--- config.mk ---
export PLATFORM = sky130hd
export DESIGN_NAME = debouncer_bank
export DESIGN_NICKNAME = d
export VERILOG_FILES = /design/src/rtl/debouncer_pkg.sv /design/src/rtl/debouncer_ch.sv /design/src/rtl/debouncer_bank.sv
export SDC_FILE = /design/constraint.sdc
export NUM_CORES = 1
export LEC_CHECK = 0
export CORE_ASPECT_RATIO = 0.7
export CORE_MARGIN = 2
export CORE_UTILIZATION = 55
export CTS_BUF_LIST = sky130_fd_sc_hd__clkbuf_4
export DETAILED_ROUTE_END_ITERATION = 12
export PLACE_DENSITY = 0.79
export REMOVE_ABC_BUFFERS = 1
export SYNTH_ARGS = -nofsm -noshare
export SYNTH_HDL_FRONTEND = slang
export SYNTH_SLANG_ARGS = --single-unit
--- constraint.sdc ---
create_clock -name clk -period 5.5 [get_ports clk]
set_clock_uncertainty 0.15 [all_clocks]
set_input_delay 0.55 -clock clk [delete_from_list [all_inputs] [get_ports clk]]
set_output_delay 0.55 -clock clk [all_outputs]
set_load 0.03 [all_outputs]
--- src/rtl/debouncer_pkg.sv ---
// -----------------------------------------------------------------------------
// debouncer_pkg
// Shared constants and helpers for the multi-channel input debouncer.
//   DEB_PRESC_DIV_100US : clk cycles per debounce tick (100 us at 100 MHz)
//   DEB_TIME_W          : default width of the debounce-time field
//   presc_width()       : number of bits needed for a 0..div-1 prescaler
// -----------------------------------------------------------------------------
package debouncer_pkg;

    localparam int DEB_PRESC_DIV_100US = 10000;
    localparam int DEB_TIME_W          = 5;

    // ceil(log2(div)) for div >= 2; never returns less than 1 bit.
    function automatic int presc_width(input int div);
        int w;
        w = 1;
        for (int i = 1; i < 31; i++) begin
            if ((32'sd1 <<< i) < div) begin
                w = i + 1;
            end else begin
                w = w;
            end
        end
        return w;
    endfunction

endpackage

--- src/rtl/debouncer_ch.sv ---
// -----------------------------------------------------------------------------
// debouncer_ch
// One debounce channel: 2-flop synchroniser, tick-driven mismatch counter,
// filtered level, registered edge pulses and a sticky edge flag.
// Ports:
//   clk, res_n  : clock, asynchronous active-low reset
//   ena         : 1 = filter, 0 = pass the synchronised input straight through
//   tick        : shared timebase strobe from the prescaler
//   deb_time    : ticks of persistent mismatch required (minus one)
//   rise_en/fall_en : enable flag capture on the respective edge
//   evt_clr     : write-1-to-clear for the sticky flag
//   data_in     : raw asynchronous pad input
//   data_out    : filtered level
//   rise/fall   : 1-cycle pulses on data_out transitions
//   evt         : sticky flag; evt_next is its next-state value for the irq OR
// -----------------------------------------------------------------------------
module debouncer_ch
    import debouncer_pkg::*;
#(
    parameter int TIME_W = DEB_TIME_W
) (
    input  logic              clk,
    input  logic              res_n,
    input  logic              ena,
    input  logic              tick,
    input  logic [TIME_W-1:0] deb_time,
    input  logic              rise_en,
    input  logic              fall_en,
    input  logic              evt_clr,
    input  logic              data_in,
    output logic              data_out,
    output logic              rise,
    output logic              fall,
    output logic              evt,
    output logic              evt_next
);

    // The counter is one bit wider than deb_time so it can saturate above any
    // programmable value; a channel whose deb_time was lowered below its
    // current count waits for saturation instead of accepting early.
    localparam logic [TIME_W:0] CNT_ZERO = {(TIME_W+1){1'b0}};
    localparam logic [TIME_W:0] CNT_ONE  = {{TIME_W{1'b0}}, 1'b1};
    localparam logic [TIME_W:0] CNT_MAX  = {(TIME_W+1){1'b1}};

    logic              sync1_r;
    logic              sync2_r;
    logic              fil_r;
    logic              fil_d_r;
    logic [TIME_W:0]   cnt_r;
    logic              rise_r;
    logic              fall_r;
    logic              evt_r;

    logic              fil_next_s;
    logic [TIME_W:0]   cnt_next_s;
    logic              evt_next_s;

    // Filter next-state: accept the synchronised level only after it has
    // differed from the filtered level for deb_time+1 consecutive ticks.
    always_comb begin
        fil_next_s = fil_r;
        cnt_next_s = cnt_r;
        if (!ena) begin
            fil_next_s = sync2_r;
            cnt_next_s = CNT_ZERO;
        end else if (sync2_r == fil_r) begin
            cnt_next_s = CNT_ZERO;
        end else if (tick) begin
            if (cnt_r == {1'b0, deb_time}) begin
                fil_next_s = sync2_r;
                cnt_next_s = CNT_ZERO;
            end else if (cnt_r != CNT_MAX) begin
                cnt_next_s = cnt_r + CNT_ONE;
            end else begin
                cnt_next_s = cnt_r;
            end
        end else begin
            cnt_next_s = cnt_r;
        end
    end

    // Sticky flag next-state: a set in the same cycle as a clear wins.
    always_comb begin
        evt_next_s = (rise_r & rise_en) | (fall_r & fall_en) | (evt_r & ~evt_clr);
    end

    // Channel state: synchroniser, filter, edge pulses and sticky flag.
    always_ff @(posedge clk or negedge res_n) begin
        if (!res_n) begin
            sync1_r <= 1'b0;
            sync2_r <= 1'b0;
            fil_r   <= 1'b0;
            fil_d_r <= 1'b0;
            cnt_r   <= CNT_ZERO;
            rise_r  <= 1'b0;
            fall_r  <= 1'b0;
            evt_r   <= 1'b0;
        end else begin
            sync1_r <= data_in;
            sync2_r <= sync1_r;
            fil_r   <= fil_next_s;
            cnt_r   <= cnt_next_s;
            fil_d_r <= fil_r;
            rise_r  <= fil_r & ~fil_d_r;
            fall_r  <= ~fil_r & fil_d_r;
            evt_r   <= evt_next_s;
        end
    end

    assign data_out = fil_r;
    assign rise     = rise_r;
    assign fall     = fall_r;
    assign evt      = evt_r;
    assign evt_next = evt_next_s;

endmodule

--- src/rtl/debouncer_bank.sv ---
// -----------------------------------------------------------------------------
// debouncer_bank
// N_CH-channel input debouncer sharing one prescaled timebase.
// Ports:
//   clk, res_n  : clock, asynchronous active-low reset
//   ena         : 1 = filtering active, 0 = bypass
//   deb_time    : shared debounce time in ticks
//   rise_en, fall_en, evt_clr : per-channel flag capture enables / clear
//   data_in     : raw asynchronous inputs
//   data_out    : filtered levels
//   rise, fall  : per-channel 1-cycle edge pulses
//   evt         : per-channel sticky edge flags
//   irq         : registered OR of all flags (same cycle as evt)
// -----------------------------------------------------------------------------
module debouncer_bank
    import debouncer_pkg::*;
#(
    parameter int N_CH      = 8,
    parameter int PRESC_DIV = DEB_PRESC_DIV_100US,
    parameter int TIME_W    = DEB_TIME_W
) (
    input  logic              clk,
    input  logic              res_n,
    input  logic              ena,
    input  logic [TIME_W-1:0] deb_time,
    input  logic [N_CH-1:0]   rise_en,
    input  logic [N_CH-1:0]   fall_en,
    input  logic [N_CH-1:0]   evt_clr,
    input  logic [N_CH-1:0]   data_in,
    output logic [N_CH-1:0]   data_out,
    output logic [N_CH-1:0]   rise,
    output logic [N_CH-1:0]   fall,
    output logic [N_CH-1:0]   evt,
    output logic              irq
);

    localparam int            PW         = presc_width(PRESC_DIV);
    localparam logic [PW-1:0] PCNT_ZERO  = {PW{1'b0}};
    localparam logic [PW-1:0] PCNT_ONE   = {{(PW-1){1'b0}}, 1'b1};
    localparam logic [PW-1:0] PCNT_LAST  = PW'(PRESC_DIV - 1);

    logic [PW-1:0]   pcnt_r;
    logic            tick_s;
    logic [N_CH-1:0] evt_next_s;
    logic            irq_r;

    // Tick strobe on the last prescaler count; suppressed in bypass.
    always_comb begin
        if (ena && (pcnt_r == PCNT_LAST)) begin
            tick_s = 1'b1;
        end else begin
            tick_s = 1'b0;
        end
    end

    // Prescaler: held at zero while bypassed so the first tick after enable
    // always comes a full period later.
    always_ff @(posedge clk or negedge res_n) begin
        if (!res_n) begin
            pcnt_r <= PCNT_ZERO;
        end else if (!ena) begin
            pcnt_r <= PCNT_ZERO;
        end else if (tick_s) begin
            pcnt_r <= PCNT_ZERO;
        end else begin
            pcnt_r <= pcnt_r + PCNT_ONE;
        end
    end

    genvar gi;
    generate
        for (gi = 0; gi < N_CH; gi++) begin : g_ch
            debouncer_ch #(
                .TIME_W (TIME_W)
            ) u_ch (
                .clk      (clk),
                .res_n    (res_n),
                .ena      (ena),
                .tick     (tick_s),
                .deb_time (deb_time),
                .rise_en  (rise_en[gi]),
                .fall_en  (fall_en[gi]),
                .evt_clr  (evt_clr[gi]),
                .data_in  (data_in[gi]),
                .data_out (data_out[gi]),
                .rise     (rise[gi]),
                .fall     (fall[gi]),
                .evt      (evt[gi]),
                .evt_next (evt_next_s[gi])
            );
        end
    endgenerate

    // Interrupt from the flags' next state so it lines up with evt.
    always_ff @(posedge clk or negedge res_n) begin
        if (!res_n) begin
            irq_r <= 1'b0;
        end else begin
            irq_r <= |evt_next_s;
        end
    end

    assign irq = irq_r;

endmodule

==> results.md, run 1 <==
- CTS tree: done
- Worst path arrival time: 3630 ps
- Number of synthesized register bits: 119
- Die H: 91.51 um
- Vias per cell: 5.645
- Worst skew pair latency: 530 ps
- Fin area: 6909 um^2
- # diodes: 0
- Wire length of the first global-routing pass: 20.99 mm
- Port Buffers: 72
- Final hold violations: 0
- Post-route ant nets: 0
- Fillers: 817
- Worst Max-Slew Pin Slew: 1251 ps
- Clk sinks: 119
- GRT overflow: 0
- Primary FF master, synth: dfrtp_1
- Area Overhead vs Synth: 14.83%
- Period utilization: 0.6053
- RD Place Congestion: 0.8868
- Commonest non-fill, non-tap cell in the layout: dfrtp_1
- Hpwl dp: 8.898 mm
- CP startpoint kind: register
- CP Class: reg2reg
- Post-synth EDFFs: 0
- Max Fclk: 300.4 MHz
- Asr flop ratio synth: 1.000
- Initial DRC count: 326
- H-tree depth: 4
- Synth Warn #: 0
- Num CTS Buffers: 17
- Hold WC Path Type: reg2reg
- Fin crit period: 3329 ps
- Fin Setup TNS: 0 ps
- Vias in the first global route: 4475
- Leak: 0.002907 uW
- DRC viols: 0
- Critical path cell sequence: ha_1, or4bb_1, nor4_4, nor2_1, or4b_1, o21ai_0
- Hold_ws: 201.4 ps
- CTS resizes: 0
- Placed instance area: 6633 um^2
- Peak supply drop: 0.1848 mV
- TritonRoute pass-1 iters: 5
- DRT Wirelength: 12.67 mm
- Largest net degree at the start of global routing: 67
- Die X: 129.0 um
- Mapped Cells: 606
- Crit path largest cell delay: 980 ps
- Layout cell share with drive strength beyond 1: 0.08683
- Via Count: 4606
- Largest family of logic cells by synthesized area: simple AND/OR/NAND/NOR gates
- Core footprint: 10510 um^2
- Xor and xnor area share after synthesis: 0.08734
- CTS max path bufs: 2
- Non-Filler Instances: 816
- Synth Area in Compound Gates: 0.1352
- Initial antenna violation count: 0
- Drt wl/cell: 15.53 um
- Unrepaired setup endpoints after global routing: no
- Max_slew headroom: 0.1599
- Mean Syn Cell Area: 9.929 um^2
- Sequential area share after synthesis: 0.4949
- Max-cap viol count: 0
- Placed cell count: 783
- Max-slew violations: 0
- Starting Density: 0.5724
- Multiplexer share of the synthesized area: 0.01497
- Post-Syn Area: 6017 um^2
- NumNets Final: 705
- Unique cell type count in the Yosys netlist: 49
- Outcome: completed
- Final setup viols: 0
- CTS root buffer: clkbuf_4
- Gr usage total: 0.2282
- Post-Synth Adder-Cell Area: 0.02079
- Crit end category: register
- I/O pin count: 73
- CP Max Fanout: 23
- Clk slew on worst S/H paths: 120 ps
- CP max stage cell: nor4_4
- Row cnt: 31
- Power per cell area: 272.8 nW/um^2
- Die area: 11810 um^2
- Most frequent cells in the layout: 119 x dfrtp_1, 71 x clkdlybuf4s50_1, 59 x nand2_1
- CP required: 5800 ps
- Simple-gate share of the synthesized area: 0.1809
[through the flow]
stage / setup WS [ps] / total power (uW) / utilization
after global routing: 1949 / 1989 / 0.6573
after global placement: 2336 / 1300 / 0.6310
after floorplan: 2784 / 1156 / -
after detailed placement: 2239 / 1312 / 0.6310
after CTS: 2196 / 1899 / 0.6573
final: 2171 / 1885 / 0.6573
[Yosys cell counts, types with 6 or more instances]
library cell,n,area [um^2]
a31oi_1,9,56.30
xnor2_1,11,96.34
nor2_1,42,157.7
buf_4,32,240.2
dfrtp_1,119,2978
mux2_2,8,90.09
nor4_1,9,56.30
a41oi_1,7,61.31
nand3_2,6,60.06
o31ai_1,7,52.55
nor2b_1,20,125.1
inv_1,25,93.84
ha_1,10,125.1
xor2_1,49,429.2
o21ai_0,34,170.2
a22oi_1,12,90.09
nand4_1,9,56.30
nand3_1,30,150.1
nand2_1,59,221.5
a21oi_1,43,215.2
[worst paths after layout]
check                      depth (start not counted)                                 to                            from  slack (ps)
min reg2reg                                        0     g_ch[6].u_ch.sync2_r$_DFF_PN0_  g_ch[6].u_ch.sync1_r$_DFF_PN0_         200
max in group asynchronous                          3  g_ch[2].u_ch.cnt_r[2]$_DFFE_PN0P_                           res_n        3470
max reg2reg                                        6  g_ch[6].u_ch.cnt_r[5]$_DFFE_PN0P_             pcnt_r[0]$_DFF_PN0_        2170
min                                                0     g_ch[6].u_ch.sync2_r$_DFF_PN0_  g_ch[6].u_ch.sync1_r$_DFF_PN0_         200
min in group asynchronous                          2        g_ch[2].u_ch.rise$_DFF_PN0_                           res_n         430
max                                                6  g_ch[6].u_ch.cnt_r[5]$_DFFE_PN0P_             pcnt_r[0]$_DFF_PN0_        2170
[cell families (layout without fill, tap and decap cells)]
| logic type | count (synthesis) | after routing |
|---|---|---|
| XOR/XNOR | 60 | 60 |
| adder cells (fa/ha/maj) | 10 | 10 |
| flip-flops | 119 | 119 |
| AO/OA/AOI/OAI | 131 | 131 |
| AND/OR/NAND/NOR | 208 | 208 |
| buffers and inverters | 70 | 132 |
| multiplexers | 8 | 8 |
[area by class of cell]
class	count	area, um^2	share of cell area
clock buffer	19	142.6	0.02064
clock inverter	13	123.9	0.01793
inverter	25	93.84	0.01358
multi-input combinational	417	2643	0.3825
sequential	119	2978	0.4310
tap	148	185.2	0.02680
timing repair buffer	75	743.2	0.1076
[timing repair]
item	4_1_cts	5_1_grt
hold buffers	1	0
endpoints found under the hold margin	53	0
setup buffers	0	0
setup endpoints to repair	0	0
[worst max-delay path: cells and delay by family, from the launching register on]
kind | cells | cell delay [ps]
compound gates | 1 | 80
fa+ha+maj | 1 | 240
flops | 1 | 450
simple gates | 4 | 2340
[flip-flops by register name, summed over array words and instances, names as in the netlist]
signal              flops
g_ch.u_ch.cnt_r        48
g_ch.u_ch.fall          8
g_ch.u_ch.fil_d_r       8
g_ch.u_ch.rise          8
irq                     1
g_ch.u_ch.sync2_r       8
g_ch.u_ch.sync1_r       8
g_ch.u_ch.evt           8
g_ch.u_ch.data_out      8
pcnt_r                 14
[where the power goes]
group,switching [uW],internal (uW)
sequential,48.1,926
combinational,187,133
clock,352,239
total,587,1300
[layer usage]
| layer | routed length [um] | track usage | up-vias | share of wire |
|---|---|---|---|---|
| li1 | - | - | 2192 | - |
| met1 | 5940 | 0.3175 | 2176 | 0.47 |
| met2 | 5506 | 0.3395 | 212 | 0.43 |
| met3 | 973 | 0.06600 | 26 | 0.077 |
| met4 | 249 | 0.08605 | 0 | 0.020 |
| met5 | 0 | 0 | - | 0 |
Note: power is estimated with default switching activity, not from simulation.
==> run 2: changes to the inputs <==
- clock period: 5.5 -> 3.4 ns (I/O delays scaled with it)
==> run 2 against run 1 <==
Compared with the run above:
- register-to-register slack worse by 1600 ps
- critical path depth unchanged
- wire length rose by 1.7%
- clock-buffer cell count decreased by 1
- worst setup slack got worse by 1600 ps
- sequential cell count is the same
- die area unchanged
==> results.md, run 2 (synthesized netlist as in run 1, its figures left out) <==
- Core footprint: 10510 um^2
- Vias per cell: 5.778
- Port Buffers: 72
- Die H: 91.51 um
- Setup Fix Bufs, Post-CTS: 0
- Area Overhead vs Synth: 16.34%
- Max Fclk: 351.8 MHz
- Outcome: completed
- DRC viols: 0
- CP startpoint: pcnt_r[0]$_DFF_PN0_
- Crit end category: register
- Gr usage total: 0.2311
- DRT Wirelength: 12.89 mm
- Clk slew on worst S/H paths: 100 ps
- Num CTS Buffers: 17
- Fillers: 797
- Via Count: 4732
- Worst Max-Slew Pin Slew: 613.9 ps
- CP max stage cell: or4_4
- Top flop regs: g_ch.u_ch.cnt_r (48), pcnt_r (14)
- Hold path start: data_in[4]
- Max_slew headroom: 0.5907
- CP startpoint kind: register
- Post-route ant nets: 0
- # diodes: 0
- Period utilization: 0.8361
- RD Place Congestion: 0.9416
- Critical path cell sequence: ha_1, or4bb_1, or4_4, nand3_1, nand3_1, o31ai_1
- CP Max Fanout: 13
- Unrepaired setup endpoints after global routing: no
- CTS max path bufs: 2
- Row cnt: 31
- Non-Filler Instances: 819
- Worst skew pair latency: 510 ps
- Vias in the first global route: 4499
- Max-cap viol count: 0
- Hold WC Path Type: in2reg
- Layout cell share with drive strength beyond 1: 0.08942
- Max-slew violations: 0
- Reg-to-reg endpoint: g_ch[1].u_ch.cnt_r[3]$_DFFE_PN0P_
- CTS resizes: 0
- Worst setup path end: g_ch[1].u_ch.cnt_r[3]$_DFFE_PN0P_
- Reg2Reg Depth: 6
- R2R setup slack: 560 ps
- Fin crit period: 2843 ps
- Wire length of the first global-routing pass: 21.43 mm
- Most used cell, CP: nand3_1
- Power per cell area: 460.5 nW/um^2
- GRT overflow: 0
- CP required: 3650 ps
- Clk sinks: 119
- Die area: 11810 um^2
- CTS root buffer: clkbuf_4
- Initial antenna violation count: 0
- Crit path largest cell delay: 600 ps
- H-tree depth: 4
- Hold_buf cts: 1
- CTS tree: done
- Placed cell count: 787
- Initial DRC count: 338
- Die X: 129.0 um
- Leak: 0.002958 uW
- Commonest non-fill, non-tap cell in the layout: dfrtp_1
- Final setup viols: 0
- Largest register FFs: 48
- Reg with most FFs: g_ch.u_ch.cnt_r
- NumNets Final: 709
- Fin Setup TNS: 0 ps
- Final hold violations: 0
- R2R Path Start: pcnt_r[0]$_DFF_PN0_
- Worst path arrival time: 3090 ps
- Hpwl dp: 9.169 mm
- Peak supply drop: 0.4793 mV
- TritonRoute pass-1 iters: 6
- Starting Density: 0.5724
- Drt wl/cell: 15.74 um
- Largest net degree at the start of global routing: 71
- CP Class: reg2reg
- I/O pin count: 73
- Most frequent cells in the layout: 119 x dfrtp_1, 71 x clkdlybuf4s50_1, 59 x nand2_1
[run 2: changes by cell type in the layout (fill, tap and decap cells not counted), sizes merged]
| cell | delta |
|---|---|
| buf | +4 |
| bufinv | +3 |
| inv | -3 |
| clkbuf | -1 |
| clkinv | +1 |
| clkinvlp | -1 |
[run 2: how the worst min path moves through the flow]
stage,end,cells after the start
2_1_floorplan,g_ch[0].u_ch.cnt_r[0]$_DFFE_PN0P_,0
3_3_place_gp,g_ch[0].u_ch.sync2_r$_DFF_PN0_,0
3_5_place_dp,g_ch[3].u_ch.sync2_r$_DFF_PN0_,0
4_1_cts,g_ch[4].u_ch.sync1_r$_DFF_PN0_,1
5_1_grt,g_ch[1].u_ch.sync1_r$_DFF_PN0_,1
6_report,g_ch[4].u_ch.sync1_r$_DFF_PN0_,1
[run 2: area by class of cell]
class / instances / area, um^2 / area share
well taps: 148 / 185.2 / 0.02645
clock inverters: 13 / 180.2 / 0.02574
clock buffers: 18 / 135.1 / 0.01930
multi-input cells: 417 / 2643 / 0.3775
inverters: 25 / 93.84 / 0.01340
flip-flops and latches: 119 / 2978 / 0.4254
repair buffers: 79 / 785.8 / 0.1122
[run 2: critical path, delay by kind of cell, from the launching register on]
family	cells	cell delay, ps
simple gates	4	1600
flops	1	460
compound gates	1	280
fa+ha+maj	1	240
[run 2: layer usage]
layer	GRT usage	wire, um	vias to the layer above
met2	0.3616	5927	223
met5	0	0	-
met3	0.06128	905	18
li1	-	-	2207
met4	0.07065	148	0
met1	0.3168	5908	2284
[run 2: report_power, final]
group | switching [uW] | total, uW | internal [uW]
Sequential | 80.1 | 1580 | 1500
Combinational | 303 | 521 | 218
Clock | 540 | 1120 | 584
[run 2: per-stage QoR]
step	instance area, um^2	power (uW)	setup WS (ps)	hold slack (ps)	util
3_3_place_gp	6675	2106	745.9	182.2	0.6350
2_1_floorplan	5714	1871	684.2	-105.6	-
6_report	7000	3224	557.3	111.6	0.6660
3_5_place_dp	6675	2126	660.7	184.7	0.6350
5_1_grt	7000	3374	444.1	66.82	0.6660
4_1_cts	7000	3251	591.2	80.01	0.6660
==> run 3: changes to the inputs <==
- clock period: 3.4 -> 2.8 ns (I/O delays scaled with it)
==> run 3 against run 2 <==
Compared with the run above:
- register-to-register slack lost 470 ps
- sequential share of layout area is 0.35 points lower
- worst setup slack lost 470 ps
- clock power grew 11%
- non-clock buffer count up 9
- global-route usage decreased by 0.18 points
- die area unchanged
==> results.md, run 3 (synthesized netlist as in run 1, its figures left out) <==
- I/O pin count: 73
- Fin Setup TNS: 0 ps
- Placed cell count: 794
- Clk sinks: 119
- TritonRoute pass-1 iters: 4
- Power per cell area: 538.4 nW/um^2
- Die X: 129.0 um
- Largest net degree at the start of global routing: 52
- DRC viols: 0
- CP required: 3070 ps
- Port Buffers: 72
- R2R setup slack: 90 ps
- Top flop regs: g_ch.u_ch.cnt_r (48), pcnt_r (14)
- Int Power: 2640 uW
- Outcome: completed
- CP Class: reg2reg
- Max_slew headroom: 0.5882
- CTS root buffer: clkbuf_4
- Crit end category: register
- Max-slew violations: 0
- Fillers: 817
- P_sw: 1160 uW
- Layout cell share with drive strength beyond 1: 0.1013
- GRT overflow: 0
- Hold path start: data_in[5]
- Max Fclk: 369.3 MHz
- Period utilization: 0.9671
- Hpwl dp: 9.191 mm
- Reg with most FFs: g_ch.u_ch.cnt_r
- NumNets Final: 718
- Num CTS Buffers: 17
- Peak supply drop: 0.4341 mV
- Final setup viols: 0
- Combinational share of power: 0.170
- Hold WC Path Type: in2reg
- Setup Fix Bufs, Post-CTS: 0
- CP Max Fanout: 13
- Vias in the first global route: 4355
- Row cnt: 31
- Fin crit period: 2708 ps
- Reg-to-reg endpoint: g_ch[7].u_ch.data_out$_DFFE_PN0P_
- Seq pwr share: 0.504
- Via Count: 4690
- Non-Filler Instances: 829
- # diodes: 0
- Commonest non-fill, non-tap cell in the layout: dfrtp_1
- H-tree depth: 4
- Largest register FFs: 48
- Worst hold path depth: 1
- Vias per cell: 5.657
- Gr usage total: 0.2293
- Final hold violations: 0
- Die area: 11810 um^2
- Area Overhead vs Synth: 17.32%
- R2R Path Start: pcnt_r[0]$_DFF_PN0_
- CTS max path bufs: 2
- Initial antenna violation count: 0
- Reg2Reg Depth: 5
- CP startpoint kind: register
- Unrepaired setup endpoints after global routing: no
- Clk pwr share: 0.326
- Post-route ant nets: 0
- Worst skew pair latency: 520 ps
- Clk slew on worst S/H paths: 120 ps
- Initial DRC count: 324
- Worst path arrival time: 2980 ps
- Leak: 0.002997 uW
- Drt wl/cell: 15.45 um
- Wire length of the first global-routing pass: 21.11 mm
- Hold EP: g_ch[5].u_ch.sync1_r$_DFF_PN0_
- DRT Wirelength: 12.80 mm
- RD Place Congestion: 0.9272
- Max-cap viol count: 0
- Worst Max-Slew Pin Slew: 617.7 ps
- Most frequent cells in the layout: 119 x dfrtp_1, 71 x clkdlybuf4s50_1, 59 x nand2_1
- Starting Density: 0.5724
- Core footprint: 10510 um^2
- Die H: 91.51 um
- CTS tree: done
- Switching fraction of total power: 0.3053
[run 3: final cells by class]
| type | count | area, um^2 | share of cell area |
|---|---|---|---|
| flip-flops and latches | 119 | 2978 | 0.4218 |
| multi-input cells | 417 | 2648 | 0.3750 |
| clock inverters | 14 | 148.9 | 0.02109 |
| inverters | 25 | 93.84 | 0.01329 |
| well taps | 148 | 185.2 | 0.02623 |
| clock buffers | 18 | 135.1 | 0.01914 |
| repair buffers | 88 | 870.8 | 0.1234 |
[run 3: routing by layer]
layer | global-route usage | vias up | part of all wire
met3 | 0.04302 | 18 | 0.072
met4 | 0.08786 | 0 | 0.014
met2 | 0.3404 | 196 | 0.44
met1 | 0.3344 | 2244 | 0.48
li1 | - | 2232 | -
met5 | 0 | - | 0
[run 3: through the flow]
stage	utilization	hold WS, ps	setup WS [ps]	area (um^2)	power [uW]
final	0.6716	39.50	92.20	7059	3800
after global routing	0.6716	25.34	19.43	7059	3980
after CTS	0.6711	1.268	55.20	7054	3838
after detailed placement	0.6412	184.7	89.94	6740	2592
after global placement	0.6412	184.2	239.2	6740	2569
after floorplan	-	-165.6	84.16	5714	2272
[run 3: worst max-delay path, stage by stage (launching register included)]
cell	delay (ps)
dfrtp_1	450
ha_1	240
or4bb_1	540
or4_4	610
o21ai_0	270
mux2_2	360
[run 3: worst max-delay path by stage]
stage | start | end | slack (ps) | cells after the start
2_1_floorplan | pcnt_r[0]$_DFF_PN0_ | g_ch[6].u_ch.cnt_r[5]$_DFFE_PN0P_ | 80 | 6
3_3_place_gp | pcnt_r[0]$_DFF_PN0_ | g_ch[7].u_ch.data_out$_DFFE_PN0P_ | 240 | 5
3_5_place_dp | pcnt_r[0]$_DFF_PN0_ | g_ch[5].u_ch.data_out$_DFFE_PN0P_ | 90 | 5
4_1_cts | pcnt_r[0]$_DFF_PN0_ | g_ch[5].u_ch.data_out$_DFFE_PN0P_ | 60 | 5
5_1_grt | pcnt_r[0]$_DFF_PN0_ | g_ch[7].u_ch.data_out$_DFFE_PN0P_ | 20 | 5
6_report | pcnt_r[0]$_DFF_PN0_ | g_ch[7].u_ch.data_out$_DFFE_PN0P_ | 90 | 5
[run 3: repair_timing]
action                                  4_1_cts  5_1_grt
gates resized for setup                       0        2
endpoints found under the hold margin        51        0
hold buffers                                  3        0
endpoints found under the setup margin        0        2
[run 3: power by group through the flow]
| stage | Clock, uW | Combinational, uW | Sequential [uW] |
|---|---|---|---|
| 4_1_cts | 1270 | 648 | 1920 |
| 3_3_place_gp | 0 | 627 | 1940 |
| 5_1_grt | 1340 | 710 | 1930 |
| 3_5_place_dp | 0 | 641 | 1950 |
| 2_1_floorplan | 0 | 236 | 2040 |
| 6_report | 1240 | 645 | 1920 |
